File: src/rtl/aud_ctrl_pkg.sv
// Shared types for the multi-track record/play controller.
package aud_ctrl_pkg;

  // Controller state encodings. These values are visible on o_state.
  localparam logic [2:0] StInit      = 3'd0;
  localparam logic [2:0] StIdle      = 3'd1;
  localparam logic [2:0] StRec       = 3'd2;
  localparam logic [2:0] StRecPause  = 3'd3;
  localparam logic [2:0] StPlay      = 3'd4;
  localparam logic [2:0] StPlayPause = 3'd5;

  // One command pulse group for either the recorder or the DSP.
  typedef struct packed {
    logic start;
    logic pause;
    logic stop;
  } cmd_t;

  // The single key that wins when several arrive in one cycle.
  typedef enum logic [1:0] {KeyNone, KeyStop, KeyRec, KeyPlay} key_e;

  // Resolves simultaneous keys: stop > rec > play.
  function automatic key_e resolve_key(input logic stop, input logic rec, input logic play);
    if (stop) return KeyStop;
    if (rec)  return KeyRec;
    if (play) return KeyPlay;
    return KeyNone;
  endfunction

endpackage

File: src/rtl/aud_track_table.sv
// Per-track end-address register file. A track is empty while its end equals its base.
module aud_track_table
  import aud_ctrl_pkg::*;
#(
  parameter int unsigned NUM_TRACKS = 4,
  parameter int unsigned ADDR_W     = 20,
  localparam int unsigned TRK_W     = $clog2(NUM_TRACKS)
) (
  input  logic              i_clk,
  input  logic              i_rst,
  input  logic              i_we,
  input  logic [TRK_W-1:0]  i_waddr,
  input  logic [ADDR_W-1:0] i_wdata,
  input  logic [TRK_W-1:0]  i_raddr,
  output logic [ADDR_W-1:0] o_rdata,
  input  logic [TRK_W-1:0]  i_chk_idx,
  output logic              o_chk_empty
);

  localparam int unsigned LOW_W = ADDR_W - TRK_W;

  logic [ADDR_W-1:0] end_q [NUM_TRACKS];

  // End addresses reset to each region's base so every track starts empty.
  always_ff @(posedge i_clk or posedge i_rst) begin
    if (i_rst) begin
      for (int i = 0; i < NUM_TRACKS; i++) begin
        end_q[i] <= {TRK_W'(i), {LOW_W{1'b0}}};
      end
    end else if (i_we) begin
      end_q[i_waddr] <= i_wdata;
    end
  end

  // Read port for the active track; a second lookup checks the track about to be played.
  always_comb begin
    o_rdata     = end_q[i_raddr];
    o_chk_empty = (end_q[i_chk_idx] == {i_chk_idx, {LOW_W{1'b0}}});
  end

endmodule

File: src/rtl/aud_track_ctrl.sv
// Record/play controller: key FSM, registered command pulses, SRAM arbitration.
module aud_track_ctrl
  import aud_ctrl_pkg::*;
#(
  parameter int unsigned NUM_TRACKS = 4,
  parameter int unsigned ADDR_W     = 20,
  localparam int unsigned TRK_W     = $clog2(NUM_TRACKS)
) (
  input  logic              i_clk,
  input  logic              i_rst,
  input  logic              i_i2c_fin,
  input  logic              i_key_rec,
  input  logic              i_key_play,
  input  logic              i_key_stop,
  input  logic [TRK_W-1:0]  i_track_sel,
  input  logic              i_loop,
  input  logic [ADDR_W-1:0] i_rec_addr,
  input  logic [ADDR_W-1:0] i_play_addr,
  input  logic              i_rec_fin,
  input  logic              i_play_fin,
  output logic              o_rec_start,
  output logic              o_rec_pause,
  output logic              o_rec_stop,
  output logic              o_dsp_start,
  output logic              o_dsp_pause,
  output logic              o_dsp_stop,
  output logic [ADDR_W-1:0] o_base_addr,
  output logic [ADDR_W-1:0] o_end_addr,
  output logic [ADDR_W-1:0] o_sram_addr,
  output logic              o_sram_we_n,
  output logic [TRK_W-1:0]  o_track,
  output logic [2:0]        o_state
);

  localparam int unsigned LOW_W = ADDR_W - TRK_W;

  logic [2:0]       state_q, state_d;
  logic [TRK_W-1:0] track_q, track_d;
  cmd_t             rec_cmd_q, rec_cmd_d;
  cmd_t             dsp_cmd_q, dsp_cmd_d;
  logic             restart_q, restart_d;
  logic             end_we;
  logic             sel_empty;
  logic [ADDR_W-1:0] last_word;
  key_e             key;

  aud_track_table #(
    .NUM_TRACKS (NUM_TRACKS),
    .ADDR_W     (ADDR_W)
  ) u_table (
    .i_clk       (i_clk),
    .i_rst       (i_rst),
    .i_we        (end_we),
    .i_waddr     (track_q),
    .i_wdata     (i_rec_addr),
    .i_raddr     (track_q),
    .o_rdata     (o_end_addr),
    .i_chk_idx   (i_track_sel),
    .o_chk_empty (sel_empty)
  );

  // Next-state, command pulses and end-address latch decisions.
  always_comb begin
    state_d   = state_q;
    track_d   = track_q;
    rec_cmd_d = '0;
    dsp_cmd_d = '0;
    restart_d = 1'b0;
    end_we    = 1'b0;
    key       = resolve_key(i_key_stop, i_key_rec, i_key_play);
    last_word = {track_q, {LOW_W{1'b1}}};
    case (state_q)
      StInit: if (i_i2c_fin) state_d = StIdle;
      StIdle: begin
        track_d = i_track_sel;
        if (key == KeyRec) begin
          state_d         = StRec;
          rec_cmd_d.start = 1'b1;
        end else if (key == KeyPlay && !sel_empty) begin
          state_d         = StPlay;
          dsp_cmd_d.start = 1'b1;
        end
      end
      StRec: begin
        // Any terminating condition outranks a pause request.
        if (key == KeyStop || i_rec_fin || i_rec_addr == last_word) begin
          state_d        = StIdle;
          rec_cmd_d.stop = 1'b1;
          end_we         = 1'b1;
        end else if (key == KeyRec) begin
          state_d         = StRecPause;
          rec_cmd_d.pause = 1'b1;
        end
      end
      StRecPause: begin
        if (key == KeyStop) begin
          state_d        = StIdle;
          rec_cmd_d.stop = 1'b1;
          end_we         = 1'b1;
        end else if (key == KeyRec) begin
          state_d         = StRec;
          rec_cmd_d.start = 1'b1;
        end
      end
      StPlay: begin
        if (key == KeyStop) begin
          state_d        = StIdle;
          dsp_cmd_d.stop = 1'b1;
        end else if (key == KeyPlay) begin
          state_d         = StPlayPause;
          dsp_cmd_d.pause = 1'b1;
        end else if (i_play_fin) begin
          dsp_cmd_d.stop = 1'b1;
          if (i_loop) restart_d = 1'b1;
          else        state_d   = StIdle;
        end else if (restart_q) begin
          // Second half of a loop restart: start again one cycle after the stop.
          dsp_cmd_d.start = 1'b1;
        end
      end
      StPlayPause: begin
        if (key == KeyStop) begin
          state_d        = StIdle;
          dsp_cmd_d.stop = 1'b1;
        end else if (key == KeyPlay) begin
          state_d         = StPlay;
          dsp_cmd_d.start = 1'b1;
        end
      end
      default: state_d = StInit;
    endcase
  end

  // State and registered command pulses.
  always_ff @(posedge i_clk or posedge i_rst) begin
    if (i_rst) begin
      state_q   <= StInit;
      track_q   <= '0;
      rec_cmd_q <= '0;
      dsp_cmd_q <= '0;
      restart_q <= 1'b0;
    end else begin
      state_q   <= state_d;
      track_q   <= track_d;
      rec_cmd_q <= rec_cmd_d;
      dsp_cmd_q <= dsp_cmd_d;
      restart_q <= restart_d;
    end
  end

  // Output mapping and SRAM arbitration.
  always_comb begin
    o_rec_start = rec_cmd_q.start;
    o_rec_pause = rec_cmd_q.pause;
    o_rec_stop  = rec_cmd_q.stop;
    o_dsp_start = dsp_cmd_q.start;
    o_dsp_pause = dsp_cmd_q.pause;
    o_dsp_stop  = dsp_cmd_q.stop;
    o_base_addr = {track_q, {LOW_W{1'b0}}};
    o_sram_addr = (state_q == StRec) ? i_rec_addr : i_play_addr;
    o_sram_we_n = (state_q != StRec);
    o_track     = track_q;
    o_state     = state_q;
  end

endmodule

File: config.mk
export PLATFORM = sky130hd
export DESIGN_NAME = aud_track_ctrl
export DESIGN_NICKNAME = d
export VERILOG_FILES = /design/src/rtl/aud_ctrl_pkg.sv /design/src/rtl/aud_track_table.sv /design/src/rtl/aud_track_ctrl.sv
export SDC_FILE = /design/constraint.sdc
export NUM_CORES = 1
export LEC_CHECK = 0
export BUFFER_PORTS_ARGS = -buffer_cell sky130_fd_sc_hd__buf_2
export CAP_MARGIN = 25
export CORE_MARGIN = 2
export CORE_UTILIZATION = 35
export CTS_CLUSTER_DIAMETER = 80
export CTS_CLUSTER_SIZE = 28
export DETAILED_ROUTE_END_ITERATION = 7
export PLACE_DENSITY_LB_ADDON = 0.12
export SYNTH_ARGS = -nofsm -noshare
export SYNTH_HDL_FRONTEND = slang
export SYNTH_SLANG_ARGS = --single-unit
File: constraint.sdc
create_clock -name i_clk -period 6.35 [get_ports i_clk]
set_input_delay 1.905 -clock i_clk [delete_from_list [all_inputs] [get_ports i_clk]]
set_output_delay 1.905 -clock i_clk [all_outputs]
set_load 0.02 [all_outputs]
* After elaboration in Yosys (flattened, before gate mapping)
Cells that the tools add are included.
** Storage, ports and cells
- Flip-flop bits (word level) :: 92
- Input port bits :: 51
- Output and inout port bits :: 72
- Word-level logic and storage cells :: 106
** Cells by class
- Reduce and logical (&&, ||, !) cells :: 7
- $lt $le $gt $ge :: 3
- Equal/unequal tests :: 18
- Multiplexer cells :: 63
- Bitwise logic cells :: 2
** Operator list (count)
- $mux W20 :: 6
- $bmux W20 S2 :: 2
- $bwmux W80 :: 1
- $demux W20 S2 :: 1
- $eq A20 B20 Y1 :: 2
- $mux W3 :: 13
- $mux W1 :: 28
- $pmux W3 S6 :: 1
- $mux W2 :: 7
- $ne A3 B3 Y1 const B :: 4
- $ne A4 B4 Y1 const B :: 2
- $reduce_and A7 Y1 :: 1
- $eq A3 B2 Y1 const B :: 2
- $eq A3 B3 Y1 const B :: 2
- $ge A3 B3 Y1 const B :: 2
- $not A2 Y3 :: 2
- $pmux W1 S2 :: 3
- $eq A2 B2 Y1 const B :: 2
- $eq A3 B1 Y1 const B :: 1
- $logic_not A3 Y1 :: 1
- $lt A3 B1 Y1 const B :: 1
- $ne A3 B2 Y1 const B :: 1
- $pmux W1 S3 :: 1
- $eq A2 B1 Y1 const B :: 1
- 4 further kinds :: 6

* Longest topological paths before layout
Gate-level depths: netlist (run 1).
- Word-level depth :: 12
- Gate-level depth with buffers :: 10
- Depth with buffers taken out :: 9

* Modules after synthesis
From an unflattened synthesis (run 1), not the netlist that was laid out.
** Unflattened totals
- Cells, all modules :: 359
- Area, all modules :: 4847.1 µm²
** Modules (own cells, without submodules)
- aud_track_table :: cells each 232, area an instance 3688.5 µm², seq. area each 2006.9 µm², instances 1
- aud_track_ctrl :: cells each 127, area an instance 1158.6 µm², seq. area each 300.3 µm², instances 1

* Least setup slack after synthesis (run 1)
Ideal clock, no wire load.
- Path kind :: input-to-output
- Start :: input port i_rec_addr[0]
- End :: output port o_sram_addr[0]
- Slack :: 2.235 ns
- Path buffers :: 0
- Data arrival time :: 2.210 ns
- Stages on the path :: 1
- Path through :: mux2_2
** On the way
- Word-level cells in the longest chain between the ends :: 1
** Ends and longest elaborated chain
- start: declaration :: line aud_track_ctrl.sv:17 : input logic [ADDR_W-1:0] i_rec_addr,
- $mux W20 :: line aud_track_ctrl.sv:160 : o_sram_addr = (state_q == StRec) ? i_rec_addr : i_play_addr;
- end: declaration :: line aud_track_ctrl.sv:29 : output logic [ADDR_W-1:0] o_sram_addr,
No other way between the ends.

* Final worst setup path (run 1)
- Start :: input port i_rec_addr[1]
- End :: output port o_sram_addr[1]
Same word-level chain as after synthesis.

==> results.txt, run 1 <==
* Synthesized cell area: slightly below 5000 sq um
- Gates resized, CTS repair: 0
- Total Neg Setup Slack: 0 ns
- 0 antenna diodes ended up in the layout.
- Leakage component of the power: 2.728 nW
- Count of different cell masters after synthesis: 41
* H-Tree Level Count: 3
* Comb pwr share: 40.1%
- Average cell area after synthesis: around 13 sq um
- Worst min-delay path class: reg -> reg
- For this design, the sink count on the clock tree is between 90 and 100.
- Worst Setup Start Kind: input pin
- Die area: ~15,000 sq um
* Root cell of the clock tree: sky130_fd_sc_hd__clkbuf_16
- Data on the critical path is required at its endpoint by between 4 and 5 ns.
* Post-DR wirelength/cell: 20.15 um
- Pin count of the biggest net entering global routing: 52
* Run status: completed
* Share of post-route cells with drive strength above 1: between 50% and 60%
- Adder-cell share of the synthesized area: approximately 1.0%
- Data arrival time at the worst-slack endpoint: about 2.5 ns
- In this run the biggest area consumer among cell types represents roughly 46% of the synthesized area.
* Setup CP Type: in -> out
- Post-layout minimum cycle time: roughly 4.4 ns
- Number of input and output port buffers inserted: around 100
- Derived from the worst setup path, the maximum achievable clock frequency is approximately 230 MHz.
* Post CTS Setup Buffer Count: 0
- The first TritonRoute pass finished after 4 iterations.
- Area Growth Syn to Fin: 19.06%
* Final cell utilization of the core: 43.10%
- Along the worst hold path, the cell count comes to 2.
- TritonCTS buffer count: 9
* Post-synthesis xor/xnor area fraction: less than 1%
* Main synth FF type: sky130_fd_sc_hd__dfrtp_1
* Via density per instance: around 5.4
- Maximum resistive drop on vdd: between 0.15 and 0.2 mV
- The routed design has between 10 and 15 mm of wire.
* RePlAce Congestion: ~0.77
- Top post-synthesis cells by area: sky130_fd_sc_hd__dfrtp_1 (46%), sky130_fd_sc_hd__mux2_2 (18%), sky130_fd_sc_hd__mux4_2 (9.3%)
- At the pin with the least slew margin, the transition time is 0.9155 ns.
- The detail route stage leaves a number of antenna-violating nets equal to 0.
- Net switching is a little under two fifths of the power.
* Worst reg-to-reg path cell count: 8
* Insertion delay of the later-clocked pin in the worst-skew pair: 0.34 ns
- Summed over all nets, the half-perimeter wirelength after detailed placement is roughly 9.4 mm.
- Max-slew violation count: 0
* Yosys warning count: 0
- At the end of the flow, the number of nets in the layout was around 520.
- Across the run, the number of max-cap violations was 0.
* Worst-path clk slew: approximately 0.060 ns
- The longest clock path from root to sink contains 2 buffers.
* Clock tree from TritonCTS: done
- Cell Int Power: between 1.5 and 2 mW
* Antenna violations before repair: 0
* Critical-path maximum fanout: 6
- Count of vias placed by the detailed router: ~3,400
* PwrDens: between 400 and 500 nW/um^2
- Detailed-route DRC error count: 0
- Clock Skews: between 0.005 and 0.006 ns
* Net Sw Power: ~1000 uW
- Period Utilization, post-route: ~69%
- Basic-gate share of the synthesized area counting and, or, nand and nor cells: 8.674%
- STA classifies the critical path endpoint as a primary output.
- Counting flops with a built-in enable in the synthesized netlist gives 0.
- The first global-routing pass estimated approximately 20 mm of wire.
- Aggregate global-route resource usage: a little under a fifth
- RSZ-0062 raised after global routing: false
- The synthesized design spends more area on one cell type than any other, namely sky130_fd_sc_hd__dfrtp_1.
- Clock network fraction of total power: around a fifth
- The die is roughly 120 um tall.
* Setup Viol. Count Final: 0
- Share of cell area taken by muxes after synthesis: 33.32%
* Sequential Power Share: approximately 39%
* Number of register bits inferred by synthesis: 92
* Number of endpoints with negative hold slack in the final report: 0
- Sequential cell area fraction in the yosys report: 47.75%
* Boundary Pins: around 120
* Area of the core region: ~13,000 sq um
- Headroom to the max-slew limit came out at a little under 40%.
- After synthesis, the largest family of logic cells by area is multiplexers.
- Starting utilization of the core area: between 30% and 40%
- Placement Rows: between 40 and 50
- Cells after synthesis: ~360
- Summing the areas of all compound-gate instances in the mapped netlist gives 3.107% of the synthesized area.
* Number of buffers inserted by hold repair at cts: 0
- Async SR Flop Fraction: 100.0%
- The via count of the first global-routing pass came to 3,370.
- Die boundary width: roughly 120 um
- Congestion Overflow GR: 0
* Drt first-iter violations: approximately 270
-- critical path: stages --
cell                     delay [ns]
sky130_fd_sc_hd__buf_2         0.14
sky130_fd_sc_hd__mux2_2        0.28
sky130_fd_sc_hd__buf_2         0.16
-- per-stage QoR --
stage | power, mW | cells | hold slack, ns | setup slack [ns] | area [sq um]
2_1_floorplan | 1.745 | 376 | 0.4688 | 2.060 | 4896
3_3_place_gp | 2.074 | 625 | 0.4976 | 1.652 | 5460
3_5_place_dp | 2.084 | 625 | 0.5032 | 1.591 | 5460
4_1_cts | 2.626 | 641 | 0.5232 | 1.945 | 5753
5_1_grt | 2.757 | 641 | 0.5398 | 1.789 | 5753
6_report | 2.599 | 641 | 0.5157 | 1.950 | 5753
-- per-layer routing --
| layer | vias up | wire [um] | track usage (%) |
|---|---|---|---|
| met5 | - | 0 | 0 |
| met4 | 0 | 188 | 5.029 |
| met3 | 11 | 710 | 4.605 |
| met2 | 113 | 6110 | 28.83 |
| met1 | 1805 | 5909 | 25.56 |
| li1 | 1518 | - | - |
-- registers in the layout (all words and copies together) (netlist names) --
register       cells
o_dsp_pause        1
u_table.end_q     80
o_dsp_start        1
restart_q          1
o_track            2
o_rec_stop         1
o_rec_start        1
o_state            3
o_dsp_stop         1
o_rec_pause        1
-- cells in the mapped netlist, types with 2 or more instances --
library cell and instances:
sky130_fd_sc_hd__nor3_1 6, sky130_fd_sc_hd__nor4b_1 3, sky130_fd_sc_hd__dfstp_2 4, sky130_fd_sc_hd__buf_1 2
sky130_fd_sc_hd__or4_1 2, sky130_fd_sc_hd__o211ai_1 2, sky130_fd_sc_hd__nand2b_1 6, sky130_fd_sc_hd__dfrtp_1 88
sky130_fd_sc_hd__inv_1 6, sky130_fd_sc_hd__mux2_2 76, sky130_fd_sc_hd__nor2_1 9, sky130_fd_sc_hd__nand3_1 6
sky130_fd_sc_hd__buf_2 6, sky130_fd_sc_hd__nand2_1 5, sky130_fd_sc_hd__a21oi_1 3, sky130_fd_sc_hd__mux4_2 20
sky130_fd_sc_hd__nor2b_1 4, sky130_fd_sc_hd__o21ai_0 3, sky130_fd_sc_hd__nor3b_2 2, sky130_fd_sc_hd__o41ai_1 3
sky130_fd_sc_hd__nor4_1 13, sky130_fd_sc_hd__nand4_1 6, sky130_fd_sc_hd__xor2_1 2, sky130_fd_sc_hd__o21bai_1 2
sky130_fd_sc_hd__nand4b_1 2, sky130_fd_sc_hd__buf_4 24, sky130_fd_sc_hd__clkbuf_1 8, sky130_fd_sc_hd__ha_1 4
sky130_fd_sc_hd__mux2_1 27, sky130_fd_sc_hd__a211oi_1 3, sky130_fd_sc_hd__and3_1 2
-- area by class of cell --
cell class	count	area, sq um
Inverter	7	27.53
Timing Repair Buffer	113	588.1
Fill cell	1310	7595
Clock inverter	7	67.56
Tap cell	176	220.2
Clock buffer	9	225.2
Sequential cell	92	2307
Multi-Input combinational cell	237	2317
-- power groups by stage --
stage | clock [mW] | combinational (mW) | sequential, mW
2_1_floorplan | 0 | 0.800 | 0.945
3_3_place_gp | 0 | 1.04 | 1.03
3_5_place_dp | 0 | 1.05 | 1.03
4_1_cts | 0.545 | 1.06 | 1.02
5_1_grt | 0.570 | 1.13 | 1.06
6_report | 0.531 | 1.04 | 1.03
-- worst paths after layout --
check | startpoint | endpoint | slack, ns
setup / recovery | i_rec_addr[1] | o_sram_addr[1] | 1.95
hold / removal | restart_q | o_dsp_start | 0.52
setup reg to reg | o_track[0] | u_table.end_q[40] | 2.91
hold reg to reg | restart_q | o_dsp_start | 0.52
max in group asynchronous | i_rst | u_table.end_q[18] | 3.54
min in group asynchronous | i_rst | u_table.end_q[2] | 1.73
-- cells by family after synthesis --
logic type	count (synthesis)
flops	92
compound gates	21
other cells	1
xor+xnor	2
fa+ha+maj	4
buf+inv	47
simple gates	69
mux	123
-- cell usage in the layout (no fill, tap or decap), types with 8 or more instances in the layout --
master and n:
sky130_fd_sc_hd__mux4_2 20, sky130_fd_sc_hd__conb_1 18, sky130_fd_sc_hd__mux2_1 27, sky130_fd_sc_hd__buf_4 9
sky130_fd_sc_hd__mux2_2 76, sky130_fd_sc_hd__dfrtp_1 88, sky130_fd_sc_hd__nor2_1 8, sky130_fd_sc_hd__buf_2 104
sky130_fd_sc_hd__clkbuf_16 9, sky130_fd_sc_hd__nor4_1 13
No activity file was read; power rests on OpenSTA's default activity.
==> run 2: changes to the inputs <==
clock period = 3.9 ns   (was 6.35 ns; I/O delays follow)
==> run 2 against run 1 <==
Net effect: hold slack better by 0.0044 ns; register-to-register slack lost 1.6 ns; design area rose by 1.1%; die area did not move; worst setup slack lost 1.3 ns; sequential power increased by 60%; clock skew rose by 0.0035 ns; cell count is 0.78% higher; non-clock buffer count grew 5; via count shrank 2.5%; utilization up 0.47 points.
==> results.txt, run 2 (synthesized netlist as in run 1, its figures left out) <==
* Run status: completed
- Number of diodes: 0
- In the final routed layout, each cell accounts on average for just under 20 um.
* Antenna viol nets, final: 0
- The die covers between 10,000 and 15,000 sq um.
* Detailed-route wire length: ~13 mm
- Subtracting the final worst setup slack from the clock period gives about 3.3 ns.
* TritonCTS buffer count: 9
- Critical path, cell by cell: buf_2 -> nand2b_1 -> nor2b_1 -> inv_1 -> ha_1 -> a211oi_1 -> or3_4 -> inv_2 -> nand3_1 -> buf_4 -> mux2_1
- Vias in the first global route: 3,433
- Final nets: 520
- Clock network fraction of total power: roughly 20%
- HPWL after detailed placement: around 9.4 mm
- Max-cap violations in this run came to 0.
- Most used cells in the layout excluding fill and tap cells: sky130_fd_sc_hd__buf_2 (104), sky130_fd_sc_hd__dfrtp_1 (88), sky130_fd_sc_hd__mux2_2 (76), sky130_fd_sc_hd__mux2_1 (27), sky130_fd_sc_hd__mux4_2 (20)
- Number of buffers between clock root and the deepest sink: 2
- Comb pwr share: roughly 41%
* Most flop-heavy register: u_table.end_q
- The internal portion of the total power is 2.618 mW.
* Largest stage delay on the critical path: between 0.4 and 0.5 ns
* Setup CP Type: in -> reg
* Area of the core region: roughly 13,000 sq um
* Area Growth Syn to Fin: 20.35%
* Setup slack after placement: ~0.28 ns
* Aggregate global-route resource usage: 18.27%
* Clock sink total: 92
- The first global-routing pass estimated 20.02 mm of wire.
- Setup repair after global routing left no endpoint under its margin.
- Dividing the final minimum period by the clock period gives roughly 84%.
- Once routing completed, OpenROAD measured the worst setup slack at about 0.62 ns.
- Worst-path clk slew: 0.06 ns
- Switching part of the total: ~38%
* Clock tree from TritonCTS: done
* Number of buffers inserted by hold repair at cts: 0
- Total Neg Setup Slack: 0 ns
- The worst setup path is launched from an input pin.
* Antenna violations before repair: 0
- The final route contains ~3,400 vias.
* Required time worst endpoint: 4.12 ns
- The clock reaches the later pin of the worst-skew pair after 0.35 ns.
- Once the clock tree was built, the resizer swapped 0 gates to a different size.
- Of the cells placed in the final design, the portion with a size suffix greater than 1 is between 50% and 60%.
- The register with the most flip-flops in the layout has 80 of them.
- Setup violations remaining at the end of the flow were counted as 0.
- On the final layout, the worst clock skew is about 0.009 ns.
- Leading cell type in the layout, fill and taps excluded: sky130_fd_sc_hd__buf_2
* Post CTS Setup Buffer Count: 0
- Worst min-delay path class: reg -> reg
* Leakage component of the power: between 2 and 3 nW
- Sequential Power Share: roughly two fifths
- Pin count of the biggest net entering global routing: 43
* Max Freq: slightly above 300 MHz
- The total overflow left after global routing is 0.
* Filler instances: 1,268
- Root cell of the clock tree: sky130_fd_sc_hd__clkbuf_16
* Tightest hold margin: 0.5201 ns
- Total Power: 4.201 mW
- Drt first-iter violations: between 200 and 300
- The number of slew-limit violations in the final report was 0.
- Relative slew margins: between 50% and 60%
- Across the VDD grid, the largest voltage drop is slightly below 0.3 mV.
- Cells fill 43.57% of the core in the end.
- H-Tree Level Count: 3
* Placement Rows: 42
* Boundary Pins: ~120
- STA puts the critical path data arrival time at between 3 and 4 ns.
- Die boundary width: approximately 120 um
- For this design the ratio of total power to cell area is about 720 nW/um^2.
- Crit path capture type: flip-flop
* Detailed-route DRC error count: 0
- The analysis attributes to net switching a power of between 1.5 and 2 mW.
- Critical-path maximum fanout: 20
- Detailed-router iteration count before antenna repair: 4
* Measured slew at the worst slew-check pin: approximately 0.64 ns
* Starting utilization of the core area: 36.20%
* Number of endpoints with negative hold slack in the final report: 0
* Number of input and output port buffers inserted: ~100
- Height of the die: around 120 um
* Slowest cell on the critical path: sky130_fd_sc_hd__a211oi_1
- The congestion estimate from routability-driven global placement came to about 0.85.
- Using the TritonRoute via totals, the vias-per-cell ratio works out to 5.203.
run 2: cell types whose count changed in the layout (fill, tap and decap cells not counted):
cell	change
sky130_fd_sc_hd__clkinv_4	-1
sky130_fd_sc_hd__bufinv_16	-1
sky130_fd_sc_hd__buf_4	+2
sky130_fd_sc_hd__clkinv_2	-1
sky130_fd_sc_hd__clkbuf_1	+1
sky130_fd_sc_hd__buf_12	+3
sky130_fd_sc_hd__clkbuf_8	+2
run 2: cell type report:
class,instances,area [sq um],share of cell area (%)
sequential,92,2307,39.67
clock buffer,12,256.5,4.410
inverter,7,27.53,0.4733
multi-input combinational,237,2317,39.85
clock inverter,4,23.77,0.4088
timing repair buffer,118,663.1,11.40
tap,176,220.2,3.787
run 2: routing by layer:
metal | global-route usage, % | vias to the layer above | wire length [um]
li1 | - | 1527 | -
met4 | 4.382 | 0 | 136
met5 | 0 | - | 0
met3 | 4.746 | 9 | 657
met1 | 25.32 | 1712 | 5696
met2 | 28.90 | 113 | 6151
run 2: final timing paths:
| check | startpoint | to | slack, ns | depth (start not counted) |
|---|---|---|---|---|
| hold / removal | restart_q | o_dsp_start | 0.52 | 2 |
| hold reg to reg | restart_q | o_dsp_start | 0.52 | 2 |
| setup reg to reg | o_track[0] | u_table.end_q[29] | 1.36 | 8 |
| setup / recovery | i_key_rec | u_table.end_q[2] | 0.62 | 11 |
| min in group asynchronous | i_rst | u_table.end_q[43] | 0.89 | 2 |
| max in group asynchronous | i_rst | u_table.end_q[18] | 2.32 | 3 |
run 2: through the flow:
step	instance area, sq um	std cells
after CTS	5816	646
after detailed placement	5535	630
after floorplan	4896	376
after global routing	5816	646
final	5816	646
after global placement	5535	630
run 2: power groups by stage:
stage / registers [mW] / logic, mW / clock network, mW
floorplan: 1.54 / 1.30 / 0
global placement: 1.66 / 1.74 / 0
detailed placement: 1.66 / 1.75 / 0
CTS: 1.64 / 1.76 / 0.850
global route: 1.70 / 1.88 / 0.894
finish: 1.65 / 1.73 / 0.826
run 2: critical path: cells and delay by family:
family | cells | cell delay (ns)
multiplexers | 1 | 0.36
buffers and inverters | 4 | 0.53
AND/OR/NAND/NOR | 4 | 0.72
adder cells (fa/ha/maj) | 1 | 0.28
AO/OA/AOI/OAI | 1 | 0.43
